==> src/rtl/gprs_pkg.sv <==
// Shared definitions for the GPR write-back path: default register file
// geometry, index-width helper and the default queue entry layout.
package gprs_pkg;

  localparam int GPRS_WIDTH = 32;
  localparam int GPRS_UNITS = 32;

  // Index width for a register file of 'units' entries (at least one bit).
  function automatic int gprs_iw(input int units);
    return (units > 1) ? $clog2(units) : 1;
  endfunction

  localparam int GPRS_IW = gprs_iw(GPRS_UNITS);

  // Queue entry for the default geometry; parameterised instances build
  // an identically shaped local type.
  typedef struct packed {
    logic [GPRS_IW-1:0]    dst;
    logic [GPRS_WIDTH-1:0] data;
  } gprs_entry_t;

endpackage

==> src/rtl/gprs_wbq_match.sv <==
// Youngest-first match of one read select against the live queue entries.
// Walks from head (oldest) toward tail so the last hit seen is the youngest.
// Only instantiated when GPRS_WBQ_FWD_EN is defined.
module gprs_wbq_match
  import gprs_pkg::*;
#(
  parameter int ZERO  = 0,
  parameter int WIDTH = GPRS_WIDTH,
  parameter int IW    = GPRS_IW,
  parameter int DEPTH = 4,
  parameter int AW    = $clog2(DEPTH),
  parameter int CW    = $clog2(DEPTH) + 1
) (
  input  logic [AW-1:0]                head_i,
  input  logic [CW-1:0]                cnt_i,
  input  logic [DEPTH-1:0][IW-1:0]     dst_i,
  input  logic [DEPTH-1:0][WIDTH-1:0]  data_i,
  input  logic [IW-1:0]                sel_i,
  output logic                         hit_o,
  output logic [WIDTH-1:0]             data_o
);

  // Scan oldest to youngest; later hits overwrite earlier ones.
  always_comb begin
    logic [AW-1:0] idx;
    hit_o  = 1'b0;
    data_o = '0;
    idx    = '0;
    for (int k = 0; k < DEPTH; k++) begin
      idx = head_i + AW'(k);
      if ((CW'(k) < cnt_i) && (dst_i[idx] == sel_i)) begin
        hit_o  = 1'b1;
        data_o = data_i[idx];
      end
    end
    // A hard-wired zero register never has a pending value.
    if ((ZERO != 0) && (sel_i == '0)) begin
      hit_o  = 1'b0;
      data_o = '0;
    end
  end

endmodule

==> src/rtl/gprs_writeback_queue.sv <==
// In-order write-back queue in front of the GPR file. Merges ALU (A) and
// load (B) results, A ahead of B on a shared edge, and drains one entry
// per cycle into the single GPR write port.
// Optional read-stage forwarding of queued results: define GPRS_WBQ_FWD_EN.
module gprs_writeback_queue
  import gprs_pkg::*;
#(
  parameter int ZERO  = 0,
  parameter int WIDTH = GPRS_WIDTH,
  parameter int UNITS = GPRS_UNITS,
  parameter int DEPTH = 4,
  localparam int IW   = gprs_iw(UNITS),
  localparam int CW   = $clog2(DEPTH) + 1
) (
  input  logic             CLK,
  input  logic             RST,
  input  logic             AV,
  output logic             AR,
  input  logic [IW-1:0]    As,
  input  logic [WIDTH-1:0] Ad,
  input  logic             BV,
  output logic             BR,
  input  logic [IW-1:0]    Bs,
  input  logic [WIDTH-1:0] Bd,
  input  logic             HOLD,
  output logic             WEN,
  output logic [IW-1:0]    DSTs,
  output logic [WIDTH-1:0] DSTi,
  output logic [CW-1:0]    CNT,
  input  logic [IW-1:0]    RS1s,
  input  logic [IW-1:0]    RS2s,
  output logic             RS1h,
  output logic             RS2h,
  output logic [WIDTH-1:0] RS1f,
  output logic [WIDTH-1:0] RS2f
);

  localparam int AW = $clog2(DEPTH);
  localparam logic [CW-1:0] DEPTH_C  = CW'(DEPTH);
  localparam logic [CW-1:0] DEPTH_M2 = CW'(DEPTH - 2);

  typedef struct packed {
    logic [IW-1:0]    dst;
    logic [WIDTH-1:0] data;
  } entry_t;

  entry_t        mem_q [DEPTH];
  logic [CW-1:0] wp_q, wp_d;
  logic [CW-1:0] rp_q, rp_d;
  logic [CW-1:0] cnt;
  logic          push_a, push_b, pop;
  logic [AW-1:0] wa_idx, wb_idx, rd_idx;

  // Pointers carry one extra wrap bit, so their difference is the occupancy.
  assign cnt = wp_q - rp_q;
  assign CNT = cnt;

  // Credit comes only from registered occupancy; a same-cycle pop frees nothing.
  assign AR = !RST && (cnt < DEPTH_C);
  assign BR = !RST && (AV ? (cnt <= DEPTH_M2) : (cnt < DEPTH_C));

  // Writes to a hard-wired zero register are acknowledged but take no slot.
  assign push_a = AV && AR && !((ZERO != 0) && (As == '0));
  assign push_b = BV && BR && !((ZERO != 0) && (Bs == '0));

  assign pop    = (cnt != '0) && !HOLD && !RST;
  assign WEN    = pop;
  assign rd_idx = rp_q[AW-1:0];
  assign DSTs   = mem_q[rd_idx].dst;
  assign DSTi   = mem_q[rd_idx].data;

  // B lands one slot past A when both push on the same edge.
  assign wa_idx = wp_q[AW-1:0];
  assign wb_idx = wp_q[AW-1:0] + AW'(push_a);
  assign wp_d   = wp_q + CW'(push_a) + CW'(push_b);
  assign rp_d   = rp_q + CW'(pop);

  // Pointer state; reset empties the queue and discards all pending writes.
  always_ff @(posedge CLK) begin
    if (RST) begin
      wp_q <= '0;
      rp_q <= '0;
    end else begin
      wp_q <= wp_d;
      rp_q <= rp_d;
    end
  end

  // Entry storage; contents are meaningless outside the live window.
  always_ff @(posedge CLK) begin
    if (push_a) mem_q[wa_idx] <= '{dst: As, data: Ad};
    if (push_b) mem_q[wb_idx] <= '{dst: Bs, data: Bd};
  end

`ifdef GPRS_WBQ_FWD_EN
  logic [DEPTH-1:0][IW-1:0]    q_dst;
  logic [DEPTH-1:0][WIDTH-1:0] q_dat;

  for (genvar g = 0; g < DEPTH; g++) begin : g_flat
    assign q_dst[g] = mem_q[g].dst;
    assign q_dat[g] = mem_q[g].data;
  end

  gprs_wbq_match #(
    .ZERO(ZERO), .WIDTH(WIDTH), .IW(IW), .DEPTH(DEPTH)
  ) u_match_rs1 (
    .head_i(rd_idx), .cnt_i(cnt), .dst_i(q_dst), .data_i(q_dat),
    .sel_i(RS1s), .hit_o(RS1h), .data_o(RS1f)
  );

  gprs_wbq_match #(
    .ZERO(ZERO), .WIDTH(WIDTH), .IW(IW), .DEPTH(DEPTH)
  ) u_match_rs2 (
    .head_i(rd_idx), .cnt_i(cnt), .dst_i(q_dst), .data_i(q_dat),
    .sel_i(RS2s), .hit_o(RS2h), .data_o(RS2f)
  );
`else
  // No forwarding: read selects are ignored and outputs are tied off.
  logic unused_rs;
  assign unused_rs = ^{RS1s, RS2s};
  assign RS1h = 1'b0;
  assign RS2h = 1'b0;
  assign RS1f = '0;
  assign RS2f = '0;
`endif

endmodule

==> config.mk <==
export PLATFORM = sky130hd
export DESIGN_NAME = gprs_writeback_queue
export DESIGN_NICKNAME = d
export VERILOG_FILES = /design/src/rtl/gprs_pkg.sv /design/src/rtl/gprs_wbq_match.sv /design/src/rtl/gprs_writeback_queue.sv
export SDC_FILE = /design/constraint.sdc
export NUM_CORES = 1
export LEC_CHECK = 0
export CAP_MARGIN = 20
export CORE_MARGIN = 4
export CORE_UTILIZATION = 54
export CTS_CLUSTER_SIZE = 8
export DETAILED_ROUTE_END_ITERATION = 8
export PLACE_DENSITY = 0.92
export SLEW_MARGIN = 20
export SYNTH_ARGS = -nofsm -noshare
export SYNTH_HDL_FRONTEND = slang
export SYNTH_SLANG_ARGS = --single-unit
export TNS_END_PERCENT = 30
==> constraint.sdc <==
create_clock -name CLK -period 10.3 [get_ports CLK]
set_input_delay 2.06 -clock CLK [delete_from_list [all_inputs] [get_ports CLK]]
set_output_delay 2.06 -clock CLK [all_outputs]
set_load 0.02 [all_outputs]
==> impl_metrics.py, run 1 <==
metrics = {
    "outcome": {
        "status": "completed",
    },
    "synth": {
        "syn_inst": 472,
        "synth_seq_cells": 154,
        "synth.distinct_cells": 26,
        "synth-seq-area-share_pct": 56.48,
        "synth_area_leader_cell": "edfxtp_1",
        "yosysTopAreaCellShare_pct": 54.99,
        "avgSynthCellArea_um2": 17.12,
        "yosys_warnings": 0,
        "ys_top_cells_by_area": "edfxtp_1 (55%), mux2_2 (20%), mux4_2 (10%), buf_4 (6.5%), dfxtp_1 (1.5%)",
        "syn_area_um2": 8082,
    },
    "pwr": {
        "p_comb_share_pct": 33.3,
        "netSwitchingFraction_pct": 29.91,
        "ir_worst_vdd_mv": 0.1219,
        "p_leak_nw": 3.349,
        "power.internal_mw": 1.478,
        "p_clk_share_pct": 26.9,
        "switchingPower_uw": 630.6,
        "power_density_nw_per_um2": 216.3,
        "pwr-share-seq_pct": 39.7,
    },
    "setup_path": {
        "worstPathCellList": "clkdlybuf4s50_1 -> nor3b_1 -> nor3_1 -> clkdlybuf4s50_1",
        "start_kind": "input pin",
        "critPathMaxStageDelay_ps": 570,
        "crit_required_ps": 8240,
        "cp-end-kind": "output port",
        "cp_max_fo": 3,
        "crit_type": "in2out",
        "critPathMostFrequentCell": "clkdlybuf4s50_1",
        "arrival_ps": 3750,
        "cp_slowest_cell": "clkdlybuf4s50_1",
    },
    "floorplanning": {
        "core_um2": 14590,
        "ioPinCount": 198,
        "initial_utilization_pct": 55.39,
        "die_width_um": 130.3,
        "die_area_um2": 16990,
        "die_h_um": 130.3,
        "rows": 44,
    },
    "clocking": {
        "cts_tree": "yes",
        "numCtsBuffers": 17,
        "clockBufferDepth": 2,
        "cts.clk_slew.worst_paths_ps": 60,
        "clk_latency_ps": 420,
        "cts-root-buf": "clkbuf_16",
        "cts_max_level": 4,
        "postCtsHoldBufs": 0,
        "cts_sinks": 154,
        "postCtsSetupBuffers": 0,
        "cts_resized": 0,
    },
    "layout": {
        "finalNetCount": 690,
        "drive_above_1_share_pct": 38.28,
        "fill_cells": 975,
        "stdcell_count": 790,
        "diodes": 0,
        "area_delta_synth_final_pct": 20.65,
    },
    "route": {
        "totalWireLength_mm": 17.08,
        "wl_per_cell_um": 21.62,
        "vias_per_cell": 5.595,
        "antenna_left": 0,
        "drc": 0,
        "vias": 4420,
        "drtIter0Drc": 288,
        "first_pass_iters": 4,
    },
    "sta": {
        "grt_setup_unrepaired": "false",
        "tns_ps": 0,
        "worst_pin_slew_ps": 1111,
        "setup_viol": 0,
        "maxSlewHeadroom_pct": 25.96,
        "fin_worst_skew_ps": 8.276,
        "hold_viol_final": 0,
        "period_needed_ps": 5814,
        "period_share_pct": 56.44,
        "timing.final.ws_setup_ps": 4486,
        "max_freq_ghz": 0.1720,
        "drv_slew": 0,
    },
    "placement": {
        "pre_cts_slack_ps": 4209,
        "place_congestion": 0.7525,
        "dp_hpwl_mm": 10.58,
        "dp_cells": 759,
        "port_buffers": 121,
    },
    "global_routing": {
        "gr-total-overflow": 0,
        "antenna_found_initial": 0,
        "grt_pass1_wl_mm": 26.13,
        "grt_pass1_vias": 4923,
        "grt.total_usage_pct": 20.67,
        "grt_max_degree": 39,
    },
    "hold_path": {
        "hold_class": "reg2reg",
    },
    "run": {
        "cap_violations": 0,
    },
}
[power groups by stage]
| stage | logic [mW] | clock network [mW] | registers [mW] |
|---|---|---|---|
| 2_1_floorplan | 0.462 | 0 | 0.846 |
| 3_3_place_gp | 0.697 | 0 | 0.843 |
| 3_5_place_dp | 0.707 | 0 | 0.851 |
| 4_1_cts | 0.713 | 0.576 | 0.840 |
| 5_1_grt | 0.750 | 0.601 | 0.846 |
| 6_report | 0.703 | 0.568 | 0.838 |
[sequential cells by signal, indices dropped and copies added, names as in the netlist]
signal and count:
mem_q 148, wp_q 3, rp_q 3
[placed cells by master, fill, tap and decap left out, drive strengths merged, types with 3 or more instances in the layout]
cell,count
clkinvlp,4
clkdlybuf4s50,121
clkbuf,18
clkinv,7
conb,66
dfxtp,6
edfxtp,148
mux2,148
ha,5
buf,8
mux4,37
nor2b,4
xnor2,3
nor3,3
inv,6
nand2,3
nor2,5
[path summary, 6_finish.rpt]
kind | slack (ps) | cells after the start | from | to
setup / recovery | 4490 | 4 | AV | BR
hold / removal | 530 | 2 | wp_q[2] | wp_q[2]
hold reg to reg | 530 | 2 | wp_q[2] | wp_q[2]
setup reg to reg | 5230 | 11 | wp_q[1] | mem_q[3][9]
[stage by stage]
stage,hold slack [ps],instance area (um2),total power [mW],utilization (%)
2_1_floorplan,486.5,8325,1.308,-
3_3_place_gp,505.9,9196,1.540,63.04
3_5_place_dp,522.4,9216,1.559,63.17
4_1_cts,540.3,9751,2.129,66.84
5_1_grt,566.0,9751,2.197,66.84
6_report,533.3,9751,2.109,66.84
[final cells by class]
cell class | count | area [um2] | share of cell area (%)
tap | 184 | 230.2 | 2.361
timing repair buffer | 129 | 1284 | 13.17
sequential | 154 | 4567 | 46.84
inverter | 5 | 18.77 | 0.1925
multi-input combinational | 287 | 3117 | 31.96
clock inverter | 13 | 105.1 | 1.078
clock buffer | 18 | 429.2 | 4.401
[critical path: cells and delay by family]
| kind | cells | cell delay, ps |
|---|---|---|
| buffers and inverters | 2 | 1080 |
| and+or+nand+nor | 2 | 610 |
[metal layers]
metal	up-vias	track usage (%)	share of wire, %
li1	1962	-	-
met1	2255	25.24	38
met2	181	36.90	54
met3	22	4.134	6.2
met4	0	6.776	1.4
met5	-	0	0
[logic make-up after synthesis]
family / count (synthesis) / synth area share [%]
mux: 185 / 30.93
compound gates: 4 / 0.3715
fa+ha+maj: 7 / 1.270
simple gates: 20 / 1.471
other cells: 1 / 0.04640
flops: 154 / 56.48
buf+inv: 96 / 8.686
xor+xnor: 5 / 0.7432
[cells in the mapped netlist (all sizes together)]
cell type / count
edfxtp: 148
inv: 5
nor3b: 1
clkbuf: 8
o31ai: 2
conb: 1
nand3: 1
and3: 2
o21bai: 2
mux2: 148
mux4: 37
buf: 83
dfxtp: 6
xnor2: 3
nor2: 5
xor2: 1
nand2: 3
fa: 2
ha: 5
xor3: 1
nor3: 3
nor2b: 4
nor4b: 1
(Power assumes the default switching activity.)
==> run 2, diff against run 1 <==
CORE_UTILIZATION = 50   (was 54)
PLACE_DENSITY = 0.87   (was 0.92)
clock period = 5.55 ns   (was 10.3 ns; I/O delays follow)
==> run 2 against run 1 <==
Sequential power grew 85%; critical path type is now reg2reg; first-iteration DRC count down 18%; routed wire length down 1.8%; highest routed layer unchanged; register-to-register slack lost 4000 ps.
==> impl_metrics.py, run 2 (synthesis results as in run 1) <==
metrics = {
    "layout": {
        "top_register": "mem_q",
        "fin_area_um2": 9856,
        "final_common_cell": "edfxtp_1",
        "drive_above_1_share_pct": 38.59,
        "area_delta_synth_final_pct": 21.95,
        "largest_register_ffs": 148,
        "reg.largest.list": "mem_q x148, rp_q x3, wp_q x3",
        "diodes": 0,
        "fill_cells": 1148,
        "layout_common_cells": "edfxtp_1 (148), mux2_2 (147), clkdlybuf4s50_1 (121)",
        "finalNetCount": 693,
    },
    "run": {
        "cap_violations": 0,
    },
    "floorplanning": {
        "core_um2": 15890,
        "die_h_um": 135.1,
        "initial_utilization_pct": 50.87,
        "rows": 46,
        "die_area_um2": 18260,
        "ioPinCount": 198,
        "die_width_um": 135.1,
    },
    "route": {
        "first_pass_iters": 4,
        "drc": 0,
        "wl_met3_mm": 1.038,
        "antenna_left": 0,
        "vias_per_cell": 5.291,
        "wl_met1_mm": 6.534,
        "wl_met2_mm": 8.956,
        "drtIter0Drc": 236,
        "vias": 4365,
        "top_layer": "met4",
        "wl_per_cell_um": 20.33,
        "totalWireLength_mm": 16.77,
    },
    "global_routing": {
        "grt_pass1_wl_mm": 26.09,
        "grt_pass1_vias": 4831,
        "gr-total-overflow": 0,
        "grt.total_usage_pct": 19.05,
        "antenna_found_initial": 0,
        "grt_max_degree": 39,
    },
    "pwr": {
        "p_comb_share_pct": 32.6,
        "switchingPower_mw": 1.168,
        "ir_worst_vdd_mv": 0.2448,
        "netSwitchingFraction_pct": 29.13,
        "p_leak_nw": 3.396,
        "power_density_nw_per_um2": 407.1,
        "p_clk_share_pct": 28.7,
        "pwr-share-seq_pct": 38.7,
        "finalPower_mw": 4.012,
        "power.internal_mw": 2.843,
    },
    "clocking": {
        "cts.clk_slew.worst_paths_ps": 60,
        "cts_sinks": 154,
        "clockBufferDepth": 2,
        "clk_latency_ps": 430,
        "numCtsBuffers": 17,
        "postCtsSetupBuffers": 0,
        "cts-root-buf": "clkbuf_16",
        "cts_max_level": 4,
        "postCtsHoldBufs": 0,
        "cts_resized": 0,
        "cts_tree": "yes",
    },
    "setup_path": {
        "worstReg2RegEnd": "mem_q[1][30]",
        "crit_required_ps": 5650,
        "arrival_ps": 4410,
        "start_kind": "flop",
        "crit_type": "reg2reg",
        "cp-end-kind": "flop",
        "r2r_start": "wp_q[1]",
        "rr_worst_depth": 11,
        "regToRegSetupSlack_ps": 1250,
        "cp_max_fo": 19,
    },
    "sta": {
        "hold_ws_ps": 553.0,
        "setup_viol": 0,
        "grt_setup_unrepaired": "false",
        "max_freq_ghz": 0.2324,
        "tns_ps": 0,
        "period_share_pct": 77.55,
        "hold_viol_final": 0,
        "worst_pin_slew_ps": 976.5,
        "period_needed_ps": 4304,
        "maxSlewHeadroom_pct": 34.90,
        "drv_slew": 0,
        "fin_worst_skew_ps": 6.470,
    },
    "hold_path": {
        "worstHoldStart": "rp_q[2]",
        "min_to": "rp_q[2]",
        "hold_class": "reg2reg",
        "min_path_cells": 2,
    },
    "outcome": {
        "status": "completed",
    },
    "placement": {
        "port_buffers": 121,
        "dpl_cell_area_um2": 9274,
        "place_congestion": 0.7279,
        "dp_hpwl_mm": 10.54,
    },
}
-- run 2: changes by cell type in the layout (fill, tap and decap cells not counted), sizes merged --
cell,delta
buf,+3
bufinv,+2
clkbuf,+1
clkinv,+1
clkinvlp,-4
-- run 2: how the worst max path moves through the flow --
| stage | slack (ps) | to | from | cells after the start |
|---|---|---|---|---|
| 2_1_floorplan | 190 | mem_q[0][0] | wp_q[0] | 7 |
| 3_3_place_gp | 1050 | mem_q[1][30] | RST | 9 |
| 3_5_place_dp | 1020 | mem_q[1][35] | RST | 9 |
| 4_1_cts | 1190 | mem_q[1][18] | wp_q[1] | 11 |
| 5_1_grt | 910 | mem_q[1][27] | wp_q[1] | 11 |
| 6_report | 1250 | mem_q[1][30] | wp_q[1] | 11 |
-- run 2: per-stage QoR --
stage                     util [%]  cells  setup slack (ps)
after detailed placement     58.38    794              1019
final                        62.04    825              1246
after global routing         62.04    825             908.0
after floorplan                  -    537             192.0
after CTS                    62.04    825              1189
after global placement       58.29    793              1046
-- run 2: final cells by class --
cell class	count	area [um2]	share of cell area [%]
Inverter	5	18.77	0.1904
Clock inverter	12	148.9	1.511
Clock buffer	19	432.9	4.393
Sequential cell	154	4567	46.34
Timing Repair Buffer	132	1301	13.20
Tap cell	216	270.3	2.742
Multi-Input combinational cell	287	3117	31.62
-- run 2: routing by layer --
metal | up-vias | GRT usage, %
li1 | 1973 | -
met3 | 22 | 4.718
met2 | 157 | 33.52
met1 | 2213 | 23.17
met5 | - | 0
met4 | 0 | 6.047
-- run 2: worst max-delay path: stages (launching register included) --
cell and delay (ps):
dfxtp_1 530, inv_1 230, fa_1 450, xor3_2 470
nor2_1 190, nand2_1 180, inv_1 150, ha_1 220
xnor2_1 140, and3_2 540, o21bai_4 420, buf_4 420
-- run 2: power by group through the flow --
stage / Clock, mW / Combinational (mW) / Sequential, mW
4_1_cts: 1.17 / 1.33 / 1.55
6_report: 1.15 / 1.31 / 1.55
3_5_place_dp: 0 / 1.32 / 1.58
5_1_grt: 1.23 / 1.39 / 1.57
3_3_place_gp: 0 / 1.29 / 1.56
2_1_floorplan: 0 / 0.858 / 1.57
==> run 3, diff against run 2 <==
CORE_UTILIZATION = 45   (was 50)
PLACE_DENSITY = 0.83   (was 0.87)
clock period = 3.7 ns   (was 5.55 ns; I/O delays follow)
==> run 3 against run 2 <==
Sequential power up 50%; fmax up 25%; via count up 1.2%; power up 58%; first-iteration DRC count down 22%; sequential cell count unchanged; utilization down 3.9 points; final cell count up 2.7%; non-clock buffer count up 11; global-route usage down 1.6 points.
==> impl_metrics.py, run 3 (synthesis results as in run 1) <==
metrics = {
    "outcome": {
        "status": "completed",
    },
    "global_routing": {
        "grt.total_usage_pct": 17.48,
        "antenna_found_initial": 1,
        "grt_pass1_wl_mm": 26.39,
        "gr-total-overflow": 0,
        "grt_pass1_vias": 4833,
        "grt_max_degree": 39,
    },
    "route": {
        "vias": 4416,
        "wl_met1_mm": 6.793,
        "first_pass_iters": 4,
        "drtIter0Drc": 185,
        "antenna_left": 0,
        "wl_per_cell_um": 20.70,
        "vias_per_cell": 5.214,
        "drc": 0,
        "top_layer": "met4",
        "totalWireLength_mm": 17.53,
        "wl_met3_mm": 1.041,
        "wl_met2_mm": 9.431,
    },
    "layout": {
        "finalNetCount": 704,
        "seqCellArea_um2": 4572,
        "multi_input_area_um2": 3128,
        "final_common_cell": "edfxtp_1",
        "fin_area_um2": 10160,
        "fill_cells": 1287,
        "area_delta_synth_final_pct": 25.73,
        "largest_register_ffs": 148,
        "layout_common_cells": "edfxtp_1 (148), mux2_2 (147), clkdlybuf4s50_1 (119)",
        "reg.largest.list": "mem_q x148, rp_q x3, wp_q x3",
        "drive_above_1_share_pct": 40.74,
        "top_register": "mem_q",
    },
    "setup_path": {
        "path_depth": 12,
        "arrival_ps": 3570,
        "worstPathCellList": "inv_1 -> ha_1 -> fa_1 -> xor3_2 -> nor2_4 -> nand2_1 -> inv_1 -> ha_1 -> xor2_1 -> and3_4 -> o21bai_4 -> buf_4",
        "cp_slowest_cell": "dfxtp_2",
        "start_kind": "flop",
        "crit_family": "adder cells",
        "crit_start": "wp_q[0]",
        "crit_required_ps": 3830,
        "cp_num_buf_inv": 3,
        "critPathMaxStageDelay_ps": 430,
        "crit_type": "reg2reg",
        "cp_max_fo": 16,
        "r2r_start": "wp_q[0]",
        "rr_worst_depth": 12,
        "cp-end-kind": "flop",
    },
    "pwr": {
        "p_leak_nw": 3.533,
        "power_density_nw_per_um2": 622.7,
        "ir_worst_vdd_mv": 0.3504,
        "finalPower_mw": 6.327,
    },
    "sta": {
        "fin_worst_skew_ps": 3.820,
        "hold_viol_final": 0,
        "grt_setup_unrepaired": "false",
        "period_needed_ps": 3436,
        "max_freq_ghz": 0.2910,
        "period_share_pct": 92.87,
        "worst_pin_slew_ps": 819.1,
        "setup_viol": 0,
        "tns_ps": 0,
        "maxSlewHeadroom_pct": 45.40,
        "drv_slew": 0,
    },
    "hold_path": {
        "hold_class": "reg2reg",
        "min_path_cells": 2,
        "worstHoldStart": "wp_q[2]",
    },
    "clocking": {
        "cts-root-buf": "clkbuf_16",
        "cts_sinks": 154,
        "cts_max_level": 4,
        "clockBufferDepth": 2,
        "numCtsBuffers": 17,
        "clk_latency_ps": 420,
        "cts_tree": "yes",
        "cts.clk_slew.worst_paths_ps": 60,
    },
    "floorplanning": {
        "die_area_um2": 20170,
        "ioPinCount": 198,
        "die_h_um": 142.0,
        "rows": 48,
        "core_um2": 17480,
        "die_width_um": 142.0,
        "initial_utilization_pct": 46.24,
    },
    "placement": {
        "port_buffers": 121,
        "dp_hpwl_mm": 11.10,
        "dpl_cell_area_um2": 9465,
        "place_congestion": 0.7659,
    },
    "run": {
        "cap_violations": 0,
    },
}
## run 3: cell count changes in the layout (fill, tap and decap cells not counted), sizes merged
cell | previous run | this run
buf | 11 | 21
clkinv | 8 | 3
inv | 6 | 11
bufinv | 3 | 5
clkdlybuf4s50 | 121 | 119
clkbuf | 19 | 18
clkinvlp | 0 | 1
diode | 0 | 1
dlygate4sd2 | 0 | 1
dlymetal6s2s | 0 | 1
## run 3: through the flow
stage	setup slack [ps]	util, %	hold WS [ps]	std cells
6_report	264.0	58.14	539.8	847
5_1_grt	37.29	58.14	575.4	847
3_5_place_dp	148.2	54.16	530.8	813
2_1_floorplan	103.7	-	486.5	537
4_1_cts	97.81	57.95	547.1	845
3_3_place_gp	239.4	54.16	512.3	813
## run 3: metal layers
layer / vias to the layer above / GRT usage, %
li1: 1990 / -
met1: 2247 / 20.55
met2: 160 / 31.18
met3: 19 / 4.570
met4: 0 / 5.808
met5: - / 0
## run 3: repair_timing
item | 4_1_cts | 5_1_grt
setup endpoints to repair | 1 | 95
gates resized for setup | 1 | 2
cloned | 0 | 1
hold buffers | 0 | 0
pin swaps | 0 | 1
setup buffers | 0 | 0
## run 3: report_power, final
group	total [mW]	internal [mW]	switching [mW]
Combinational	2.06	1.02	1.04
Sequential	2.32	2.25	0.0699
Clock	1.95	1.22	0.731
## run 3: worst paths after layout
| kind | to | slack (ps) |
|---|---|---|
| hold reg to reg | wp_q[2] | 540 |
| setup / recovery | mem_q[3][32] | 260 |
| hold / removal | wp_q[2] | 540 |
| setup reg to reg | mem_q[3][32] | 260 |
## run 3: worst register-to-register path: cells and delay by family, from the launching register on
kind	cells	cell delay (ps)
xor gates and xnor gates	2	540
AOI/OAI and AO/OA	1	330
buffers and inverters	3	490
adders and majority gates	3	800
and+or+nand+nor	3	560
DFF	1	430
## run 3: area by class of cell
class / count / area share [%]
Antenna cell: 1 / 0.02463
Multi-Input combinational cell: 287 / 30.78
Timing Repair Buffer: 143 / 14.71
Clock inverter: 15 / 2.340
Tap cell: 225 / 2.771
Sequential cell: 154 / 44.99
Inverter: 5 / 0.1847
Clock buffer: 17 / 4.187
